[config.mk]
export PLATFORM = sky130hd
export DESIGN_NAME = dlsc_pcie_s6_outbound_arb
export DESIGN_NICKNAME = d
export VERILOG_FILES = /design/src/rtl/dlsc_pcie_s6_outbound_arb.sv
export SDC_FILE = /design/constraint.sdc
export NUM_CORES = 1
export LEC_CHECK = 0
export BUFFER_PORTS_ARGS = -buffer_cell sky130_fd_sc_hd__buf_4
export CORE_MARGIN = 2
export CORE_UTILIZATION = 33
export CTS_CLUSTER_DIAMETER = 80
export CTS_CLUSTER_SIZE = 10
export DETAILED_ROUTE_END_ITERATION = 8
export GPL_ROUTABILITY_DRIVEN = 0
export PLACE_DENSITY = 0.84
export RECOVER_POWER = 25
export SYNTH_ARGS = -nofsm -noshare
export SYNTH_HDL_FRONTEND = slang
export SYNTH_SLANG_ARGS = --single-unit
export TNS_END_PERCENT = 1
[constraint.sdc]
create_clock -name clk -period 1.6 [get_ports clk]
set_input_delay 0.08 -clock clk [delete_from_list [all_inputs] [get_ports clk]]
set_output_delay 0.08 -clock clk [all_outputs]
set_load 0.03 [all_outputs]
[src/rtl/dlsc_pcie_s6_outbound_arb.sv]
// rtl/dlsc_pcie_s6_outbound_arb.sv - round-robin TLP arbiter for the Spartan-6 PCIe transmit stream
//
// Purpose: shares the core's 32-bit transmit stream among completion (cpl), posted write (wr)
// and non-posted read (rd) TLP sources. Grants happen only at TLP boundaries, in round-robin
// order, gated by core buffer availability; core config-completion requests take precedence.
//
// Ports:
//   clk, rst_n                         user clock, asynchronous active-low reset
//   tx_ready/valid/last/data           stream to core s_axis_tx
//   tx_buf_av                          core transmit buffers available
//   tx_cfg_req / tx_cfg_gnt            core config-completion handshake
//   tx_err_drop                        core dropped-TLP pulse
//   {cpl,wr,rd}_ready/valid/last/data  source streams
//   busy                               arbiter not idle
//   drop_count                         saturating count of dropped TLPs

module dlsc_pcie_s6_outbound_arb #(
    parameter int BUF_MIN    = 1,
    parameter int NP_BUF_MIN = 4
) (
    input  logic        clk,
    input  logic        rst_n,

    input  logic        tx_ready,
    output logic        tx_valid,
    output logic        tx_last,
    output logic [31:0] tx_data,
    input  logic [5:0]  tx_buf_av,
    input  logic        tx_cfg_req,
    output logic        tx_cfg_gnt,
    input  logic        tx_err_drop,

    output logic        cpl_ready,
    input  logic        cpl_valid,
    input  logic        cpl_last,
    input  logic [31:0] cpl_data,

    output logic        wr_ready,
    input  logic        wr_valid,
    input  logic        wr_last,
    input  logic [31:0] wr_data,

    output logic        rd_ready,
    input  logic        rd_valid,
    input  logic        rd_last,
    input  logic [31:0] rd_data,

    output logic        busy,
    output logic [7:0]  drop_count
);

    typedef enum logic [1:0] {
        ST_IDLE = 2'd0,
        ST_XFER = 2'd1,
        ST_CFG  = 2'd2
    } state_t;

    localparam logic [1:0] SRC_CPL = 2'd0;
    localparam logic [1:0] SRC_WR  = 2'd1;
    localparam logic [1:0] SRC_RD  = 2'd2;

    localparam logic [5:0] BUF_MIN_L    = 6'(BUF_MIN);
    localparam logic [5:0] NP_BUF_MIN_L = 6'(NP_BUF_MIN);

    function automatic logic [1:0] rr_next(input logic [1:0] s);
        case (s)
            SRC_CPL: return SRC_WR;
            SRC_WR:  return SRC_RD;
            default: return SRC_CPL;
        endcase
    endfunction

    state_t     state;
    logic [1:0] sel;
    // rr_ptr holds the source with highest priority at the next arbitration,
    // i.e. the one following the most recently granted source.
    logic [1:0] rr_ptr;

    // Bit 3 is a permanent zero so a 2-bit index never reaches past the vector.
    logic [3:0] elig;
    logic [1:0] ord1, ord2;
    logic       pick_valid;
    logic [1:0] pick_src;

    always_comb begin
        elig       = 4'b0000;
        elig[0]    = cpl_valid && (tx_buf_av >= BUF_MIN_L);
        elig[1]    = wr_valid  && (tx_buf_av >= BUF_MIN_L);
        elig[2]    = rd_valid  && (tx_buf_av >= NP_BUF_MIN_L);
        ord1       = rr_next(rr_ptr);
        ord2       = rr_next(ord1);
        pick_valid = 1'b1;
        pick_src   = rr_ptr;
        if (elig[rr_ptr]) begin
            pick_src = rr_ptr;
        end else if (elig[ord1]) begin
            pick_src = ord1;
        end else if (elig[ord2]) begin
            pick_src = ord2;
        end else begin
            pick_valid = 1'b0;
        end
    end

    logic        in_xfer;
    logic        sel_valid;
    logic        sel_last;
    logic [31:0] sel_data;

    always_comb begin
        in_xfer = (state == ST_XFER);
        case (sel)
            SRC_CPL: begin sel_valid = cpl_valid; sel_last = cpl_last; sel_data = cpl_data; end
            SRC_WR:  begin sel_valid = wr_valid;  sel_last = wr_last;  sel_data = wr_data;  end
            default: begin sel_valid = rd_valid;  sel_last = rd_last;  sel_data = rd_data;  end
        endcase
        tx_valid  = in_xfer && sel_valid;
        tx_last   = in_xfer && sel_last;
        tx_data   = in_xfer ? sel_data : 32'd0;
        cpl_ready = in_xfer && (sel == SRC_CPL) && tx_ready;
        wr_ready  = in_xfer && (sel == SRC_WR)  && tx_ready;
        rd_ready  = in_xfer && (sel == SRC_RD)  && tx_ready;
        busy      = (state != ST_IDLE);
    end

    always_ff @(posedge clk or negedge rst_n) begin
        if (!rst_n) begin
            state      <= ST_IDLE;
            sel        <= SRC_CPL;
            rr_ptr     <= SRC_CPL;
            tx_cfg_gnt <= 1'b0;
        end else begin
            case (state)
                ST_IDLE: begin
                    if (tx_cfg_req) begin
                        state      <= ST_CFG;
                        tx_cfg_gnt <= 1'b1;
                    end else if (pick_valid) begin
                        sel    <= pick_src;
                        rr_ptr <= rr_next(pick_src);
                        state  <= ST_XFER;
                    end
                end
                ST_XFER: begin
                    // Config requests and buffer levels are not looked at here: a TLP is never cut.
                    if (tx_valid && tx_ready && tx_last) begin
                        state <= ST_IDLE;
                    end
                end
                ST_CFG: begin
                    if (!tx_cfg_req) begin
                        tx_cfg_gnt <= 1'b0;
                        state      <= ST_IDLE;
                    end
                end
                default: begin
                    state      <= ST_IDLE;
                    tx_cfg_gnt <= 1'b0;
                end
            endcase
        end
    end

    always_ff @(posedge clk or negedge rst_n) begin
        if (!rst_n) begin
            drop_count <= 8'd0;
        end else if (tx_err_drop && (drop_count != 8'hFF)) begin
            drop_count <= drop_count + 8'd1;
        end
    end

endmodule

==> results.sh, run 1 <==
export IMPL_crit_required_ps=1520
export IMPL_max_clock_path_buffers=2
export IMPL_io_buffers=159
export IMPL_post_route_period_util_pct=98.6
export IMPL_start_util_pct=34.7
export IMPL_wl_um=5830
export IMPL_ys_top_cells_by_area="dfrtp_1, mux2i_1, nor2_1"
export IMPL_p_seq_share_pct=17.3
export IMPL_ios=160
export IMPL_grt_overflow=0
export IMPL_synth_top_area_share_pct=22.6
export IMPL_cts_sinks=15
export IMPL_synthesis_instances=223
export IMPL_path_max_fanout=24
export IMPL_setup_violations_final=0
export IMPL_die_h_um=74.9
export IMPL_outcome="finished, final reports clean"
export IMPL_area_growth_pct=81.1
export IMPL_yosysWarnings=0
export IMPL_max_vdd_ir_drop_v=0.000923
export IMPL_wl_per_cell_um=13.1
export IMPL_rsz0062_at_grt="true"
export IMPL_worst_setup_path_end_kind="output port"
export IMPL_final_cells=445
export IMPL_first_global_vias=1841
export IMPL_syn_area_um2=1660
export IMPL_place_hpwl_um=4790
export IMPL_core_um2=4790
export IMPL_drc_errors=0
export IMPL_grt_max_degree=37
export IMPL_rrSetupSlack_ps=30
export IMPL_synth_main_ff_cell="dfrtp_1"
export IMPL_ant_nets=0
export IMPL_min_path_type="in -> reg"
export IMPL_synth_seq_area_share_pct=22.6
export IMPL_fin_util_pct=62.8
export IMPL_synth_largest_area_cell="dfrtp_1"
export IMPL_htree_levels=1
export IMPL_syn_avg_cell_area_um2=7.44
export IMPL_grt_use_total_pct=18.4
export IMPL_slew_headroom_pct=46.4
export IMPL_tritoncts="built"
export IMPL_power_internal_uw=2330
export IMPL_fmax_mhz=634
export IMPL_grt_first_pass_wirelength_um=8180
export IMPL_first_pass_iters=4
export IMPL_power_share_clock_pct=6.3
export IMPL_cp_data_arrival_time_ps=1500
export IMPL_cap_violations=0
export IMPL_synth_edff_count=0
export IMPL_swShare_pct=51.4
export IMPL_power_leakage_uw=0.00153
export IMPL_p_sw_uw=2470
export IMPL_fin_nets=493
export IMPL_drive_above_1_share_pct=49.5
export IMPL_cp_start_kind="flip-flop"
export IMPL_die_x_um=74.9
export IMPL_vias=2084
export IMPL_synth_most_common_cell="nor2_1"
export IMPL_pre_cts_ws_ps=28.8
export IMPL_yosys_top_cells_count="nor2_1, mux2i_1, a21oi_1"
export IMPL_maxSlewViolCount=0
export IMPL_tightestPinTransition_ps=804
export IMPL_synth_seq_cells=15
export IMPL_hold_viol_final=0
export IMPL_async_flop_share_pct=100
export IMPL_fin_skew_ps=0.359
export IMPL_setup_tns_final_ps=0
export IMPL_cts_setup_buffers=0
export IMPL_timing_final_ws_setup_ps=21.8
export IMPL_p_per_area_nw_per_um2=1600
export IMPL_die_area_um2=5610
export IMPL_fillers=441
export IMPL_cts_buffers=3
export IMPL_crit_type="reg -> out"
export IMPL_clk_pin_slew_ps=60
export IMPL_ys_types=43
export IMPL_drt_initial_drc_count=74
export IMPL_cts_root_buffer="clkbuf_8"
export IMPL_syn_nets=337
export IMPL_finalCriticalPeriod_ps=1580
export IMPL_viasPerCell=4.68
export IMPL_num_rows=25
export IMPL_antennaDiodeCount=0
export IMPL_clk_insertion_delay_late_ps=240
export IMPL_antenna_found_initial=0
export IMPL_placed_cells=440
export IMPL_comb_power_share_pct=76.5
==> critical path, stage by stage, from the launching register on <==
cell     delay [ps]
dfrtp_2         410
buf_12          200
mux2i_1         220
nor2_1           70
a21oi_2         110
nor2_1           50
buf_4           170
==> layout by cell type, fill, tap and decap left out, types with 2 or more instances in the layout <==
cell type / count
buf_4: 161
inv_1: 5
o21ai_1: 3
buf_12: 2
nand2b_1: 3
nand2_1: 7
nor3b_1: 2
clkbuf_1: 2
xor2_1: 3
nand3_2: 2
dfrtp_1: 11
dfrtp_2: 3
a21o_1: 3
nand3_1: 2
nor3_1: 3
nor2b_1: 2
clkbuf_8: 3
a21oi_1: 32
nor2_1: 68
mux2i_1: 34
==> timing repair <==
action,4_1_cts,5_1_grt
endpoints found under the hold margin,15,0
setup endpoints to repair,30,34
hold buffers,1,0
gates resized for setup,2,4
pin swaps,0,2
==> through the flow <==
| stage | hold slack [ps] | power, µW | area (µm²) |
|---|---|---|---|
| after floorplan | -216 | 3250 | 1660 |
| after global placement | -58.4 | 4410 | 2940 |
| after detailed placement | -55.7 | 4470 | 2940 |
| after CTS | 130 | 4810 | 3000 |
| after global routing | 132 | 5140 | 3000 |
| final | 131 | 4800 | 3000 |
==> sequential cells by signal, summed over array words and instances (netlist names) <==
register / count
state: 2
rr_ptr: 2
drop_count: 8
tx_cfg_gnt: 1
sel: 2
==> cell families (layout without fill, tap and decap cells) <==
| family | count (synthesis) | count (layout) | synth area share, % |
|---|---|---|---|
| flip-flops | 15 | 15 | 22.6 |
| AND/OR/NAND/NOR | 98 | 98 | 27.5 |
| adder cells (fa/ha/maj) | 2 | 2 | 1.36 |
| buffers and inverters | 20 | 175 | 5.66 |
| multiplexers | 37 | 37 | 22.8 |
| AO/OA/AOI/OAI | 47 | 47 | 17.9 |
| XOR/XNOR | 4 | 4 | 2.11 |
==> final timing paths <==
check                         startpoint            end  depth (start not counted)
max in group asynchronous          rst_n         sel[1]                          2
hold reg to reg            drop_count[0]  drop_count[0]                          1
setup reg to reg           drop_count[0]  drop_count[1]                          4
setup / recovery                  sel[0]    tx_data[19]                          6
min in group asynchronous          rst_n  drop_count[7]                          2
hold / removal                tx_cfg_req       state[1]                          2
==> layer usage <==
metal	GRT usage, %	share of wire, %	up-vias
met3	2.14	7.7	12
met4	6.55	2.1	0
met2	32.9	51	90
met5	0	0	-
li1	-	-	1082
met1	22.6	40	900
==> power by group through the flow <==
| stage | combinational [µW] | clock (µW) | sequential, µW |
|---|---|---|---|
| final | 3670 | 301 | 828 |
| after CTS | 3670 | 309 | 826 |
| after global placement | 3590 | 0 | 814 |
| after global routing | 3950 | 328 | 866 |
| after floorplan | 2340 | 0 | 902 |
| after detailed placement | 3650 | 0 | 825 |
==> area by class of cell <==
cell class	count	area, µm²	area share, %
repair buffers	166	1280	42.5
multi-input cells	188	1200	39.8
flip-flops and latches	15	383	12.7
well taps	67	83.8	2.79
clock buffers	4	45.0	1.50
inverters	5	18.8	0.625
Power figures use the tool's default switching activity.
==> run 2, diff against run 1 <==
--- a/config.mk
+++ b/config.mk
@@ -6,13 +6,15 @@
 export NUM_CORES = 1
 export LEC_CHECK = 0
 export BUFFER_PORTS_ARGS = -buffer_cell sky130_fd_sc_hd__buf_4
+export CELL_PAD_IN_SITES_DETAIL_PLACEMENT = 1
+export CELL_PAD_IN_SITES_GLOBAL_PLACEMENT = 2
 export CORE_MARGIN = 2
-export CORE_UTILIZATION = 33
+export CORE_UTILIZATION = 15
 export CTS_CLUSTER_DIAMETER = 80
 export CTS_CLUSTER_SIZE = 10
 export DETAILED_ROUTE_END_ITERATION = 8
 export GPL_ROUTABILITY_DRIVEN = 0
-export PLACE_DENSITY = 0.84
+export PLACE_DENSITY = 0.83
 export RECOVER_POWER = 25
 export SYNTH_ARGS = -nofsm -noshare
 export SYNTH_HDL_FRONTEND = slang
==> run 2 against run 1 <==
Against the previous run: the flow now finishes with violations (setup timing); power rose by 12%; via count up 8.4%; worst setup slack got worse by 39 ps; routed wire length grew 30%; combinational power grew 16%; first-iteration DRC count down 38%; maximum frequency down 2.4%; sequential power fell by 2%; non-clock buffer count increased by 8; critical path type unchanged.
==> results.sh, run 2 (synthesis gave the netlist of run 1 again) <==
export IMPL_drt_initial_drc_count=46
export IMPL_postLayoutCellArea_um2=3250
export IMPL_ant_nets=0
export IMPL_timing_final_ws_setup_ps=-17.1
export IMPL_outcome="finished, violations left"
export IMPL_placed_cell_area_um2=3080
export IMPL_violations="setup timing"
export IMPL_vias=2260
export IMPL_setup_tns_final_ps=-35.9
export IMPL_area_growth_pct=96.2
export IMPL_worst_setup_path_end_kind="output port"
export IMPL_min_from="tx_cfg_req"
export IMPL_largest_register="drop_count"
export IMPL_use_met2_pct=21.1
export IMPL_die_area_um2=11900
export IMPL_fin_skew_ps=1.43
export IMPL_final_cells=526
export IMPL_gr_usage_met3_pct=3.23
export IMPL_hold_slack_ps=135
export IMPL_clk_pin_slew_ps=60
export IMPL_min_path_type="in -> reg"
export IMPL_max_vdd_ir_drop_v=0.000371
export IMPL_grt_max_degree=29
export IMPL_viasPerCell=4.30
export IMPL_die_x_um=109
export IMPL_core_um2=10800
export IMPL_die_h_um=109
export IMPL_drive_above_1_share_pct=51.6
export IMPL_place_hpwl_um=6000
export IMPL_hold_viol_final=0
export IMPL_cts_root_buffer="clkbuf_8"
export IMPL_htree_levels=1
export IMPL_rr_startpoint="drop_count[0]"
export IMPL_drc_errors=0
export IMPL_start_util_pct=15.4
export IMPL_first_pass_iters=4
export IMPL_wl_per_cell_um=14.4
export IMPL_fin_util_pct=30.2
export IMPL_crit_required_ps=1520
export IMPL_placed_cells=515
export IMPL_setup_violations_final=4
export IMPL_rsz0062_at_grt="true"
export IMPL_layout_common_cells="buf_4, nor2_1, mux2i_1"
export IMPL_cap_violations=0
export IMPL_io_buffers=159
export IMPL_num_rows=38
export IMPL_antenna_found_initial=0
export IMPL_slew_headroom_pct=45.1
export IMPL_cts_buffers=3
export IMPL_fin_nets=501
export IMPL_post_route_period_util_pct=101
export IMPL_cp_data_arrival_time_ps=1540
export IMPL_antennaDiodeCount=0
export IMPL_clk_insertion_delay_late_ps=250
export IMPL_max_clock_path_buffers=2
export IMPL_cp_start_kind="flip-flop"
export IMPL_tritoncts="built"
export IMPL_wl_um=7560
export IMPL_grt_first_pass_wirelength_um=11200
export IMPL_busiest_layer="met2"
export IMPL_grt_overflow=0
export IMPL_final_common_cell="buf_4"
export IMPL_cts_sinks=15
export IMPL_path_max_fanout=7
export IMPL_tightestPinTransition_ps=823
export IMPL_largest_reg_flops=8
export IMPL_critPathLaunch="sel[0]"
export IMPL_first_global_vias=2242
export IMPL_grt_use_met1_pct=14.4
export IMPL_p_per_area_nw_per_um2=1650
export IMPL_fmax_mhz=618
export IMPL_finalCriticalPeriod_ps=1620
export IMPL_ios=160
export IMPL_power_leakage_uw=0.00161
export IMPL_maxSlewViolCount=0
export IMPL_crit_type="reg -> out"
export IMPL_grt_use_total_pct=11.7
[run 2: changes by cell type in the layout (fill, tap and decap cells not counted), sizes merged]
cell,delta
buf,+8
[run 2: cell type report]
cell class | instances | area [µm²]
multi-input combinational | 188 | 1210
timing repair buffer | 174 | 1420
fill | 1296 | 7540
clock buffer | 4 | 45.0
sequential | 15 | 383
inverter | 5 | 18.8
tap | 140 | 175
[run 2: through the flow]
step	setup slack (ps)	total power (µW)
after floorplan	10.4	3250
after global placement	77.3	4690
after detailed placement	32.2	4760
after CTS	-35.1	5430
after global routing	-110	5800
final	-17.1	5380
[run 2: metal layers]
metal | part of all wire, % | wire length (µm) | vias to the layer above
met4 | 0 | 0 | 0
met1 | 40 | 2990 | 1073
li1 | - | - | 1106
met5 | 0 | 0 | -
met2 | 52 | 3910 | 81
met3 | 8.8 | 664 | 0
[run 2: worst paths after layout]
kind                                 endpoint  slack (ps)  cells after the start
worst min-delay path                 state[1]         130                      2
worst max-delay path                  tx_last         -20                      6
max in group asynchronous              sel[1]         550                      2
worst min register to register  drop_count[0]         510                      1
min in group asynchronous       drop_count[2]         450                      2
worst max register to register  drop_count[1]          50                      4
[run 2: timing repair]
item / 4_1_cts / 5_1_grt
setup endpoints to repair: 36 / 38
endpoints found under the hold margin: 15 / 0
pin swaps: 1 / 6
gates cloned: 2 / 0
hold buffers: 1 / 0
gates resized for setup: 9 / 5
buffers inserted: 4 / 0
[run 2: worst max-delay path, cell delays in order (launching register included)]
cell     delay (ps)
dfrtp_2         410
buf_8           150
buf_12          140
mux2i_1         130
o21ai_1         140
nor2b_1         140
buf_4           170
[run 2: power breakdown]
group	switching [µW]	internal, µW
Combinational	2320	1940
Clock	131	176
Sequential	248	565
Total	2700	2680
